File: config.mk
export PLATFORM = sky130hd
export DESIGN_NAME = spi_tx_arbiter
export DESIGN_NICKNAME = d
export VERILOG_FILES = /design/src/rtl/spi_tx_arbiter.sv
export SDC_FILE = /design/constraint.sdc
export NUM_CORES = 1
export LEC_CHECK = 0
export ABC_AREA = 0
export CORE_MARGIN = 2
export CORE_UTILIZATION = 42
export DETAILED_ROUTE_END_ITERATION = 16
export PLACE_DENSITY_LB_ADDON = 0.05
export SLEW_MARGIN = 20
export SYNTH_ARGS = -nofsm -noshare
export SYNTH_HDL_FRONTEND = slang
export SYNTH_SLANG_ARGS = --single-unit
File: constraint.sdc
create_clock -name In_clk -period 3 [get_ports In_clk]
set_clock_uncertainty 0.2 [all_clocks]
set_input_delay 0.6 -clock In_clk [delete_from_list [all_inputs] [get_ports In_clk]]
set_output_delay 0.6 -clock In_clk [all_outputs]
set_load 0.05 [all_outputs]
File: src/rtl/spi_tx_arbiter.sv
// spi_tx_arbiter: round-robin arbiter that hands one requester's byte at a time to a single SPI TX engine.
// Defining SPI_ARB_TIMEOUT_EN adds a watchdog that aborts a transfer after TIMEOUT_CYC cycles.
module spi_tx_arbiter #(
   parameter int          NUM_REQ     = 4,
   parameter logic [31:0] TIMEOUT_CYC = 32'd2_000_000
) (
   input  logic        In_clk,
   input  logic        In_rst,
   input  logic [3:0]  In_req,
   input  logic [31:0] In_data,
   output logic [3:0]  Out_gnt,
   output logic [3:0]  Out_done,
   output logic        Out_timeout,
   output logic        Out_busy,
   output logic [1:0]  Out_owner,
   output logic        Out_tx_req,
   output logic [7:0]  Out_tx_data,
   input  logic        In_tx_busy
);
   typedef enum logic [1:0] {IDLE, WAIT_BUSY, WAIT_DONE} state_t;
   state_t state, state_nxt;
   logic [1:0] ptr, win;
   logic grant, done_fire, timeout_hit;
   always_ff @(posedge In_clk)
      state <= In_rst ? IDLE : state_nxt;
   always_comb
      state_nxt = (state == IDLE)      ? (grant ? WAIT_BUSY : IDLE) :
                  timeout_hit          ? IDLE :
                  (state == WAIT_BUSY) ? (In_tx_busy ? WAIT_DONE : WAIT_BUSY) :
                                         (In_tx_busy ? WAIT_DONE : IDLE);
   always_comb begin
      grant     = state == IDLE && |In_req;
      done_fire = state == WAIT_DONE && !In_tx_busy && !timeout_hit;
      Out_busy  = state != IDLE;
   end
   // smallest offset from ptr wins: scan offsets downward and keep the last hit
   always_comb begin
      win = ptr;
      for (int k = NUM_REQ - 1; k >= 0; k--)
         if (In_req[ptr + 2'(k)]) win = ptr + 2'(k);
   end
   always_ff @(posedge In_clk)
      if (In_rst) begin
         ptr         <= '0;
         Out_gnt     <= '0;
         Out_done    <= '0;
         Out_owner   <= '0;
         Out_tx_req  <= 1'b0;
         Out_tx_data <= '0;
      end else begin
         Out_gnt    <= grant ? 4'b0001 << win : 4'b0000;
         Out_tx_req <= grant;
         Out_done   <= done_fire ? 4'b0001 << Out_owner : 4'b0000;
         if (grant) begin
            ptr         <= win + 2'd1;
            Out_owner   <= win;
            Out_tx_data <= In_data[8*win +: 8];
         end
      end
`ifdef SPI_ARB_TIMEOUT_EN
   logic [31:0] wd_cnt;
   always_ff @(posedge In_clk)
      if (In_rst || grant) wd_cnt <= '0;
      else if (Out_busy) wd_cnt <= wd_cnt + 32'd1;
   assign timeout_hit = Out_busy && wd_cnt == TIMEOUT_CYC - 32'd1;
   always_ff @(posedge In_clk)
      Out_timeout <= !In_rst && timeout_hit;
`else
   assign timeout_hit = 1'b0;
   assign Out_timeout = 1'b0;
`endif
endmodule

# After elaboration in Yosys (flattened, before gate mapping)
# Cells that the tools add are included.
totals:
  inputBits: 39
  wordCells: 47
  output_inout_bits: 21
  register_bits: 23
op_classes:
  n_bitwise: 2
  magnitude_cmp: 4
  n_eq_ne: 2
  shifts: 3
  n_reduce_logical: 8
  mux: 17
  add_sub_neg: 4
op_table:
  columns: ["operator", "count"]
  rows:
  - ["32-bit by 6-bit variable part select with 8-bit output", 1]
  - ["2-bit two-way mux", 8]
  - ["2-bit by 3-bit less-than comparator with 1-bit output (second input constant)", 4]
  - ["1-bit binary-select mux with 2-bit select", 4]
  - ["1-bit by 2-bit left shift with 4-bit output (first input constant)", 2]
  - ["1-bit two-way mux", 5]
  - ["2-bit by 1-bit adder with 2-bit output (second input constant)", 2]
  - ["2-bit adder (second input constant)", 2]
  - ["2-bit OR reduction", 2]
  - ["4-bit OR reduction", 1]
  - ["2-bit by 1-bit equality test with 1-bit output (second input constant)", 1]
  - ["2-bit equality test (second input constant)", 1]
  - ["1-bit logical AND", 2]
  - ["2-bit logical NOT", 1]
  - ["1-bit inverter", 2]
  - ["2-bit nonzero test", 1]
  - ["1-bit logical NOT", 1]

# Longest topological paths before layout
depth:
  word_depth: 8
  mapped_depth: 7
  mapped_depth_nobuf: 5

# Least setup slack after synthesis
# No wires, ideal clock.
synth_timing:
  path_kind: "input to register"
  from: "input port In_req[2]"
  to: "register Out_tx_data[0]"
  arrival_ps: 1818
  setup_ps: 142
  path_buffers: 2
  stages: 7
  slack_ps: 840
  required_ps: 2658
  cell_sequence: "nor2b_1 -> o21a_1 -> buf_6 -> nor3_4 -> buf_6 -> mux2i_1 -> o211ai_1"
synth_between:
  elab_chain_len: 7
  elab_cells_between_ends: 15
  classes_between: "1 x shift; 12 x mux; 2 x reduce/logical"
synth_rtl:
  columns: ["element", "line_no", "text"]
  rows:
  - ["start, declared", "9", "input logic [3:0] In_req,"]
  - ["1-bit binary-select mux with 2-bit select", "40", "if (In_req[ptr + 2'(k)]) win = ptr + 2'(k);"]
  - ["1-bit two-way mux (not written as such)", "40", null]
  - ["2-bit two-way mux (4 in series)", "40", null]
  - ["32-bit by 6-bit variable part select with 8-bit output", "57", "Out_tx_data <= In_data[8*win +: 8];"]
  - ["end signal, assigned", "57", null]
  - ["end, declared", "17", "output logic [7:0] Out_tx_data,"]
# Several ways; a longest one is shown, not always the timed one. The select of a mux whose other input is x is not followed.
# A chain may end at the register's enable or synchronous reset.

# Worst setup path in the final report
layout_timing:
  from: "input port In_req[2]"
  to: "register Out_tx_data[1]"
# Same word-level chain as after synthesis.

==> impl_metrics.tcl <==
set metrics [dict create \
    run_status "complete, no violations" \
    ios 60 \
    power_per_cell_area_nw_per_um2 522 \
    pwr-share-comb 0.460 \
    initial_drc_count 43 \
    power.switching_fraction 0.395 \
    synthesized_area_fraction_occupied_by_and_or_nand_nor_cells 0.224 \
    synth_top_area_share 0.387 \
    die_y_um 57.3 \
    relSlewSlack 0.469 \
    overflow 0 \
    number_of_nets_in_the_layout 232 \
    ir_drop_uv 377 \
    power.share.clock 0.153 \
    drt_wl_total_mm 3.16 \
    ctsHoldBuffers 0 \
    worstMarginPinSlew_ps 791 \
    synth_area_in_adders 0 \
    worst-r2r-cell-count 5 \
    post_synth_mux_area_share 0.0672 \
    cts_setup_buffers 0 \
    number_of_synthesized_flops_with_an_enable_pin 0 \
    critical_path_cell_count 6 \
    fin_util 0.675 \
    netlist-cell-type-count 36 \
    yosysTopAreaCell "sky130_fd_sc_hd__dfxtp_1" \
    route.detailed.drc 0 \
    detailedPlacementHpwl_mm 2.45 \
    layout_worst_path_cycle_share 0.854 \
    worst_path_dominant_cell_family "compound AO/OA/AOI/OAI gates" \
    power.static_leakage_nw 0.697 \
    hold_viol_final 0 \
    slew_viol_final 0 \
    synth_top_family_by_area "compound AO/OA/AOI/OAI gates" \
    synth_compound_area_frac 0.273 \
    crit_arrival_ps 2600 \
    startpoint_type "input port" \
    floorplan.core_area_um2 2730 \
    power.net_switching_mw 0.381 \
    areaGrowthSynthToFinish_pct 54.8 \
    netlist_instances 129 \
    postSynthNetCount 168 \
    critical_path.reg2reg.startpoint "ptr[1]$_SDFFE_PP0P_" \
    row_count 19 \
    initial_core_util 0.436 \
    layout_min_cycle_time_ps 2560 \
    min_delay_path_depth 2 \
    reg2reg_to "Out_tx_data[1]$_SDFFE_PP0P_" \
    async_reset_ff_frac 0 \
    worstHoldPathType "reg -> reg" \
    worst-endpoint-required_ps 3030 \
    vias_in_the_first_global_route 1219 \
    route.vias.total 1198 \
    total_number_of_yosys_warnings 0 \
    synth_top_cells_by_area "sky130_fd_sc_hd__dfxtp_1 (39%), sky130_fd_sc_hd__mux2i_1 (6.7%), sky130_fd_sc_hd__a21bo_2 (5.9%), sky130_fd_sc_hd__o211ai_1 (5.0%), sky130_fd_sc_hd__o31ai_1 (5.0%)" \
    timing.max_cap.violations 0 \
    die-area_um2 3280 \
    synth.ff_latch_count 23 \
    worst_skew_pair.late_latency_ps 310 \
    crit_path_max_incr_delay_ps 590 \
    grt_pass1_wl_mm 5.47 \
    worstHoldEndpoint "Out_tx_data[3]$_SDFFE_PP0P_" \
    drtAntennaViolNets 0 \
    syn_area_um2 1190 \
    fill_cells 224 \
    port-buffer-count 58 \
    insertedDiodeCount 0 \
    tns_ps 0 \
    timing.fmax_mhz 390 \
    multiInputGateArea_um2 684 \
    gp_congestion 0.828 \
    initial_antenna_violation_count 0 \
    sequential_cell_area_um2 460 \
    postSynth.topFlopCell "sky130_fd_sc_hd__dfxtp_1" \
    p_seq_frac 0.387 \
    cts_root_buffer "sky130_fd_sc_hd__clkbuf_4" \
    setup_repair_after_global_routing_missed_its_margin "false" \
    grt_start_max_net_pins 14 \
    ys_seq_area_frac 0.387 \
    crit_fanout 10 \
    setup.reg_to_reg.worst_slack_ps 800 \
    die_w_um 57.3 \
    most-common-layout-cells "sky130_fd_sc_hd__clkdlybuf4s50_1 (58), sky130_fd_sc_hd__dfxtp_1 (23), sky130_fd_sc_hd__nand2_1 (14), sky130_fd_sc_hd__nor2_1 (12)" \
    timing.critical_path.buf_inv 1 \
    track_usage 0.215 \
    numClockSinks 23 \
    final-setup-viol-count 0 \
    path_cells "clkdlybuf4s50_1 > nor2_1 > a211o_1 > nor4_2 > a21bo_2 > o211ai_1" \
    yosys.area_share.xor_xnor 0.00735 \
    kind_of_end_point_of_the_critical_path "flop" \
    cts.repair.resized 0 \
    hold_start "Out_tx_data[3]$_SDFFE_PP0P_" \
    post_cts_clock_slew_at_the_launch_and_capture_registers_of_the_worst_setup_and_hold_paths_ps 140 \
    routedWlPerCell_um 14.2 \
    most_common_cell_after_layout_fill_and_taps_aside "sky130_fd_sc_hd__clkdlybuf4s50_1" \
    power.internal_mw 0.582 \
    tritoncts_clock_tree "yes" \
    tritoncts.num_buffers 3 \
    critical-path-slowest-cell "sky130_fd_sc_hd__nor4_2" \
    avgViaCountPerCell 5.37 \
    cts_buffer_depth 2 \
    layout-drive-gt1-share 0.125 \
    detail_route.first_pass.iterations 4 \
    h_tree_level_count 1 \
    syn_area_per_cell_um2 9.23 \
    worstSetupPathType "in -> reg" \
]
[cell type report]
| class | instances | share of cell area |
|---|---|---|
| multi-input combinational | 99 | 0.371 |
| tap | 31 | 0.0210 |
| inverter | 2 | 0.00407 |
| clock inverter | 1 | 0.00271 |
| timing repair buffer | 64 | 0.339 |
| clock buffer | 3 | 0.0122 |
| sequential | 23 | 0.250 |
[metrics by stage]
stage	total power, mW	cells	hold WS (ps)	worst slack [ps]	cell area [um2]
after floorplan	0.662	129	321	840	1190
after global routing	1.02	223	315	317	1840
after global placement	0.814	219	259	224	1820
after CTS	0.970	223	297	478	1840
after detailed placement	0.821	219	268	138	1820
final	0.962	223	292	438	1840
[worst register-to-register path, cell delays in order, from the launching register on]
cell	delay [ps]
sky130_fd_sc_hd__dfxtp_1	490
sky130_fd_sc_hd__nor3b_1	270
sky130_fd_sc_hd__a2111oi_2	90
sky130_fd_sc_hd__nor4_2	690
sky130_fd_sc_hd__a21bo_2	300
sky130_fd_sc_hd__o211ai_1	90
[cell usage after synthesis (2+ instances only)]
library cell,instances
sky130_fd_sc_hd__a211o_1,2
sky130_fd_sc_hd__a21bo_2,7
sky130_fd_sc_hd__a21oi_1,4
sky130_fd_sc_hd__buf_6,2
sky130_fd_sc_hd__dfxtp_1,23
sky130_fd_sc_hd__inv_1,2
sky130_fd_sc_hd__mux2i_1,8
sky130_fd_sc_hd__nand2_1,14
sky130_fd_sc_hd__nand2b_1,2
sky130_fd_sc_hd__nand4_1,8
sky130_fd_sc_hd__nor2_1,12
sky130_fd_sc_hd__nor2b_1,4
sky130_fd_sc_hd__nor3b_1,3
sky130_fd_sc_hd__o211ai_1,8
sky130_fd_sc_hd__o21ai_1,2
sky130_fd_sc_hd__o31ai_1,8
[sequential cells by signal, indices dropped and copies added (netlist names)]
name / count
Out_tx_req: 1
state: 2
Out_owner: 2
Out_gnt: 4
Out_tx_data: 8
Out_done: 4
ptr: 2
[power by group through the flow]
stage,Clock (mW),Sequential [mW],Combinational [mW]
3_3_place_gp,0,0.378,0.436
2_1_floorplan,0,0.477,0.185
4_1_cts,0.153,0.373,0.444
5_1_grt,0.167,0.379,0.473
6_report,0.147,0.373,0.442
3_5_place_dp,0,0.379,0.442
[routing by layer]
| metal | part of all wire | vias to the layer above | track usage |
|---|---|---|---|
| met4 | 0.0057 | 0 | 0.0897 |
| met5 | 0 | - | 0 |
| met3 | 0.041 | 2 | 0.0385 |
| met2 | 0.50 | 29 | 0.350 |
| li1 | - | 604 | - |
| met1 | 0.45 | 563 | 0.281 |
[worst max-delay path by stage]
stage / from / to / slack, ps
after floorplan: In_req[2] / Out_tx_data[0]$_SDFFE_PP0P_ / 840
after global placement: In_req[2] / Out_tx_data[5]$_SDFFE_PP0P_ / 220
after detailed placement: In_req[2] / Out_tx_data[1]$_SDFFE_PP0P_ / 140
after CTS: In_req[2] / Out_tx_data[1]$_SDFFE_PP0P_ / 480
after global routing: In_req[2] / Out_tx_data[1]$_SDFFE_PP0P_ / 320
final: In_req[2] / Out_tx_data[1]$_SDFFE_PP0P_ / 440
[cell families (layout without fill, tap and decap cells)]
| kind of cell | Yosys count | count (layout) |
|---|---|---|
| compound gates | 40 | 40 |
| xor+xnor | 1 | 1 |
| buf+inv | 7 | 70 |
| flops | 23 | 23 |
| mux | 8 | 8 |
| other cells | 1 | 1 |
| simple gates | 49 | 49 |
No activity file was read; power rests on OpenSTA's default activity.
